File: config.mk
export PLATFORM = sky130hd
export DESIGN_NAME = mem_port_arbiter
export DESIGN_NICKNAME = d
export VERILOG_FILES = /design/src/rtl/mem_port_arbiter.sv
export SDC_FILE = /design/constraint.sdc
export NUM_CORES = 1
export LEC_CHECK = 0
export ABC_AREA = 1
export CORE_AREA = 2 2 104 106
export CTS_BUF_LIST = sky130_fd_sc_hd__clkbuf_4
export CTS_CLUSTER_SIZE = 14
export DETAILED_ROUTE_END_ITERATION = 10
export DIE_AREA = 0 0 106 108
export PLACE_DENSITY = 0.94
export SKIP_CTS_REPAIR_TIMING = 1
export SYNTH_ARGS = -nofsm -noshare
export SYNTH_HDL_FRONTEND = slang
export SYNTH_SLANG_ARGS = --single-unit
File: constraint.sdc
create_clock -name clk -period 6.6 [get_ports clk]
set_clock_uncertainty 0.1 [all_clocks]
set_input_delay 1.98 -clock clk [delete_from_list [all_inputs] [get_ports clk]]
set_output_delay 1.98 -clock clk [all_outputs]
set_load 0.1 [all_outputs]
File: src/rtl/mem_port_arbiter.sv
// Arbiter sharing one single-ported memory between instruction fetch and data access.
// Optional watchdog enabled by defining MEM_ARB_TIMEOUT_EN.
module mem_port_arbiter #(
  parameter int AW             = 32,
  parameter int DW             = 32,
  parameter int TIMEOUT_CYCLES = 255
) (
  input  logic          clk,
  input  logic          rst,
  // fetch side
  input  logic          if_req,
  input  logic [AW-1:0] if_addr,
  input  logic          if_flush,
  output logic          if_valid,
  output logic [DW-1:0] if_rdata,
  output logic          if_stall,
  // data side
  input  logic          d_req,
  input  logic          d_we,
  input  logic [AW-1:0] d_addr,
  input  logic [DW-1:0] d_wdata,
  output logic          d_valid,
  output logic [DW-1:0] d_rdata,
  output logic          d_stall,
  // memory side
  output logic          mem_req,
  output logic          mem_we,
  output logic [AW-1:0] mem_addr,
  output logic [DW-1:0] mem_wdata,
  input  logic [DW-1:0] mem_rdata,
  input  logic          mem_ready,
  output logic          mem_err,
  // debug
  output logic [1:0]    dbg_state
);

  // Handshake: a requester raises req with stable addr/data and holds them until
  // its valid pulses; valid is a single-cycle completion, sampled on that edge.
  typedef enum logic [1:0] {
    IDLE   = 2'd0,
    I_BUSY = 2'd1,
    D_BUSY = 2'd2
  } state_t;

  state_t        state, state_nxt;
  logic          drop, drop_nxt;
  logic          drop_now;
  logic [AW-1:0] addr_q, addr_nxt;
  logic [DW-1:0] wdata_q, wdata_nxt;
  logic          we_q, we_nxt;
  logic          busy;
  logic          done;
  logic          timeout_hit;
  logic          grant_i, grant_d;

  assign busy     = (state != IDLE);
  assign done     = busy & (mem_ready | timeout_hit);
  assign drop_now = (state == I_BUSY) & (drop | if_flush);

  always_ff @(posedge clk or posedge rst) begin
    if (rst) begin
      state   <= IDLE;
      drop    <= 1'b0;
      addr_q  <= '0;
      wdata_q <= '0;
      we_q    <= 1'b0;
    end else begin
      state   <= state_nxt;
      drop    <= drop_nxt;
      addr_q  <= addr_nxt;
      wdata_q <= wdata_nxt;
      we_q    <= we_nxt;
    end
  end

  always_comb begin
    grant_i   = 1'b0;
    grant_d   = 1'b0;
    state_nxt = state;
    addr_nxt  = addr_q;
    wdata_nxt = wdata_q;
    we_nxt    = we_q;
    drop_nxt  = 1'b0;

    case (state)
      IDLE: begin
        if (d_req)       grant_d = 1'b1;
        else if (if_req) grant_i = 1'b1;
      end
      I_BUSY: begin
        // A completed fetch is not re-granted on its own edge; only a dropped
        // one is, so the redirected PC is fetched with no idle cycle.
        if (done) begin
          if (d_req)                  grant_d = 1'b1;
          else if (if_req && drop_now) grant_i = 1'b1;
        end else begin
          drop_nxt = drop_now;
        end
      end
      D_BUSY: begin
        if (done && if_req) grant_i = 1'b1;
      end
      default: ;
    endcase

    if (grant_d) begin
      state_nxt = D_BUSY;
      addr_nxt  = d_addr;
      wdata_nxt = d_wdata;
      we_nxt    = d_we;
    end else if (grant_i) begin
      state_nxt = I_BUSY;
      addr_nxt  = if_addr;
      wdata_nxt = '0;
      we_nxt    = 1'b0;
    end else if (done) begin
      state_nxt = IDLE;
    end
  end

`ifdef MEM_ARB_TIMEOUT_EN
  localparam int CW = $clog2(TIMEOUT_CYCLES + 1);
  logic [CW-1:0] to_cnt;

  // The cycle that would make the count reach the limit force-completes the access.
  assign timeout_hit = busy & ~mem_ready & (to_cnt == CW'(TIMEOUT_CYCLES - 1));

  always_ff @(posedge clk or posedge rst) begin
    if (rst) begin
      to_cnt  <= '0;
      mem_err <= 1'b0;
    end else begin
      if (grant_i || grant_d)  to_cnt <= '0;
      else if (busy && !done)  to_cnt <= to_cnt + 1'b1;
      if (timeout_hit)         mem_err <= 1'b1;
    end
  end
`else
  assign timeout_hit = 1'b0;
  assign mem_err     = 1'b0;
`endif

  assign mem_req   = busy;
  assign mem_we    = we_q;
  assign mem_addr  = addr_q;
  assign mem_wdata = wdata_q;

  assign if_valid = (state == I_BUSY) & done & ~drop_now;
  assign d_valid  = (state == D_BUSY) & done;
  assign if_rdata = timeout_hit ? '0 : mem_rdata;
  assign d_rdata  = timeout_hit ? '0 : mem_rdata;
  assign if_stall = if_req & ~if_valid;
  assign d_stall  = d_req & ~d_valid;

  assign dbg_state = state;

  // Memory-side request must hold steady until the access completes.
  a_mem_stable: assert property (@(posedge clk) disable iff (rst)
    (mem_req && !done) |=> (mem_req && $stable(mem_addr) && $stable(mem_we) && $stable(mem_wdata)));

  a_one_valid: assert property (@(posedge clk) disable iff (rst) !(if_valid && d_valid));

endmodule

=== After elaboration in Yosys (flattened, before gate mapping) ===
Index checks and enable logic that the tools add are counted.

* Register bits after elaboration: 68
* Bits of input ports: 135
* Output and inout port bits: 137
* Word-level logic and storage cells: 45

* Equality and inequality tests: 2
* Muxes and demuxes: 21
* Bitwise operators: 11
* Reduce and logical (&&, ||, !) cells: 6

{| class="wikitable"
|+ Operators with widths
! operator !! count
|-
| $mux 32 || 4
|-
| $mux 1 || 12
|-
| $and 1x1->1 || 7
|-
| $mux 2 || 3
|-
| $reduce_bool 2->1 || 2
|-
| $not 1->1 || 3
|-
| $pmux 1 s3 || 1
|-
| $reduce_bool 3->1 || 1
|-
| $eq 2x1->1 const B || 1
|-
| $eq 2x2->1 const B || 1
|-
| $logic_and 1x1->1 || 2
|-
| $logic_not 2->1 || 1
|-
| $pmux 1 s2 || 1
|-
| $or 1x1->1 || 1
|}

=== Logic depth before layout (Yosys ltp) ===
* Depth in word-level cells: 9
* Mapped depth: 10

=== Worst setup path after synthesis ===
No wires, ideal clock.

* Path type: input-to-output
* Start: input if_flush
* End: output if_stall
* Arrival: 6588 ps
* Data required time: 4520 ps
* Slack: -2068 ps
* Cell stages on the path: 4
* Buffers on the path: 0
* Path through: inv_1 -> nand2_1 -> nor4_1 -> nor2_1

* Cells in the longest elaborated chain, start to end: 6

{| class="wikitable"
|+ Ends and longest elaborated chain
! item !! line !! text
|-
| start, declared || 13 || <nowiki>input logic if_flush,</nowiki>
|-
| $or 1x1->1 || 58 || <nowiki>assign drop_now = (state == I_BUSY) & (drop | if_flush);</nowiki>
|-
| $and 1x1->1 || 58 ||
|-
| $not 1->1 || 148 || <nowiki>assign if_valid = (state == I_BUSY) & done & ~drop_now;</nowiki>
|-
| $and 1x1->1 || 148 ||
|-
| via if_valid || 14 || <nowiki>output logic if_valid,</nowiki>
|-
| $not 1->1 || 152 || <nowiki>assign if_stall = if_req & ~if_valid;</nowiki>
|-
| $and 1x1->1 || 152 ||
|-
| end, declared || 16 || <nowiki>output logic if_stall,</nowiki>
|}

The timed path passes the listed nets, and every way through them passes these cells.

=== Final worst setup path ===
* Start: input mem_ready
* End: output if_valid

* Cells in the longest elaborated chain, start to end: 3

{| class="wikitable"
|+ Ends and longest elaborated chain
! item !! line !! text
|-
| start, declared || 31 || <nowiki>input logic mem_ready,</nowiki>
|-
| $and 1x1->1 || 57 || <nowiki>assign done = busy & (mem_ready | timeout_hit);</nowiki>
|-
| $and 1x1->1 (2 in series) || 148 ||
|-
| end, declared || 14 ||
|}

No other way between the ends.

==> qor.csv <==
metric;value;unit
clkLatencyLatePin;0.40;ns
dp_hpwl;6673;um
hold_class;flip-flop to flip-flop;
die_w;106;um
start_kind;primary input;
fmax;189.8;MHz
drt-total-wl;9505;um
yosysWarnings;0;
ios;272;
crit_fanout;4;
grt_pass1_vias;3154;
gp_congestion;0.7937;
cts_max_path_buffers;2;
cts_root_buf;clkbuf_4;
route.vias.total;3252;
synthesis.area_per_instance;7.567;um2
grt_max_degree;99;
cp_data_required_time;4.52;ns
synth_top_area_frac;0.4666;
syn_nets;617;
die_y;108;um
synth.most_common_cell;nand2_1;
synthFlopType;dfrtp_1;
clkTransAtPathRegs;0.10;ns
p_per_area;540.9;mW/mm2
synth_edf_count;0;
endpoint_kind;primary output;
synth.area.top_cells;dfrtp_1 (47%), nand2_1 (24%), buf_4 (14%);
fin_setup_tns;0;ns
portBuffers;174;
antenna_found_initial;1;
gr-total-overflow;0;
fin_crit_sh;0.7983;
yosysSeqAreaShare;0.4666;
rsz0062_at_grt;no;
syn_area;0.003647;mm2
core_area;0.01023;mm2
grtUsageTotal;0.1712;
async_flop_share;1.000;
viasPerCell;4.510;
first_pass_iters;7;
fin_nets;714;
finalSetupViolCount;0;
ys_seq_elements;68;
slew-limit-headroom;0.2728;
synth_area_leader_cell;dfrtp_1;
drc;0;
maxCapViolCount;0;
dieArea;0.01145;mm2
wl_per_cell;13.18;um
area_growth;39.28;%
yosys-top-cells-count;nand2_1 (234), buf_4 (69), dfrtp_1 (68);
critPathKind;primary input to primary output;
initial_utilization;0.3565;
min_period;5.269;ns
grt_pass1_wl;15490;um
drt_iter0_drc;246;
antenna_left;0;
cts_buffers;9;
cts_tree;built;
peakVddDrop;292.4;uV
rows;37;
synthCells;482;
drive_above_1_share;0.05137;
clock-sinks;68;
status;completed;
fin_hold_ws;0.4111;ns
hold_viol;0;
crit_arrival;3.19;ns
htreeDepth;3;
slew_violations;0;
leakagePower;0.002530;uW
worstMarginPinSlew;1.088;ns
synth.distinct_cells;15;
==> kinds of logic after synthesis <==
logic type             synth area share
flip-flops                       0.4666
AO/OA/AOI/OAI                  0.001371
AND/OR/NAND/NOR                  0.3455
buffers and inverters            0.1856
other                          0.001028
==> area by class of cell <==
type | count | area [um2]
flip-flops and latches | 68 | 1702
well taps | 136 | 170.2
diodes | 1 | 2.502
clock inverters | 7 | 43.79
clock buffers | 9 | 67.56
fillers | 1007 | 5151
inverters | 11 | 41.29
repair buffers | 178 | 1762
multi-input cells | 311 | 1291
==> sequential cells by signal (all words and copies together) (netlist names) <==
| register | flops |
|---|---|
| mem_addr | 32 |
| mem_wdata | 32 |
| dbg_state | 2 |
| drop | 1 |
| mem_we | 1 |
==> critical path: stages <==
cell             delay [ns]
clkdlybuf4s50_1        0.53
inv_2                  0.07
nor4_4                 0.26
buf_4                  0.34
==> layout by cell type, fill, tap and decap left out <==
| cell type | n |
|---|---|
| clkinv_1 | 2 |
| clkinvlp_4 | 3 |
| buf_4 | 8 |
| nor4_4 | 1 |
| o21ai_0 | 1 |
| inv_1 | 7 |
| nor2_1 | 5 |
| clkinv_4 | 1 |
| nand3_2 | 1 |
| inv_2 | 4 |
| nand2_2 | 1 |
| diode_2 | 1 |
| nand2_1 | 234 |
| clkinv_2 | 1 |
| clkdlybuf4s50_1 | 170 |
| nand3_4 | 1 |
| dfrtp_1 | 68 |
| conb_1 | 1 |
| nand3_1 | 66 |
| clkbuf_4 | 9 |
==> path summary, 6_finish.rpt <==
kind / end / cells past startpoint / slack [ns] / from
max reg2reg: mem_addr[12] / 8 / 3.79 / dbg_state[0]
min: mem_wdata[19] / 2 / 0.41 / mem_wdata[19]
min in group asynchronous: mem_addr[30] / 3 / 2.04 / rst
max: if_valid / 4 / 1.33 / mem_ready
min reg2reg: mem_wdata[19] / 2 / 0.41 / mem_wdata[19]
max in group asynchronous: mem_wdata[8] / 3 / 3.81 / rst
==> metal layers <==
metal | vias to the layer above | share of wire | GRT usage
li1 | 1617 | - | -
met1 | 1444 | 0.42 | 0.2019
met2 | 170 | 0.48 | 0.2848
met5 | - | 0 | 0
met4 | 0 | 0.026 | 0.08177
met3 | 21 | 0.081 | 0.05425
==> through the flow <==
| step | utilization | total power (uW) | instance area (um2) | instances | setup slack (ns) |
|---|---|---|---|---|---|
| global placement | 0.4854 | 2517 | 4966 | 704 | 1.372 |
| finish | 0.4965 | 2747 | 5080 | 721 | 1.331 |
| CTS | 0.4963 | 2774 | 5077 | 720 | 1.332 |
| floorplan | - | 2254 | 3662 | 482 | 0.6022 |
| detailed placement | 0.4854 | 2540 | 4966 | 704 | 1.335 |
| global route | 0.4965 | 2876 | 5080 | 721 | 1.265 |
==> report_power, final <==
part / switching [uW] / internal, uW / total (uW)
clock network: 152 / 74.6 / 226
registers: 88.8 / 567 / 655
logic: 1460 / 407 / 1870
total: 1700 / 1050 / 2750
Power figures use the tool's default switching activity.
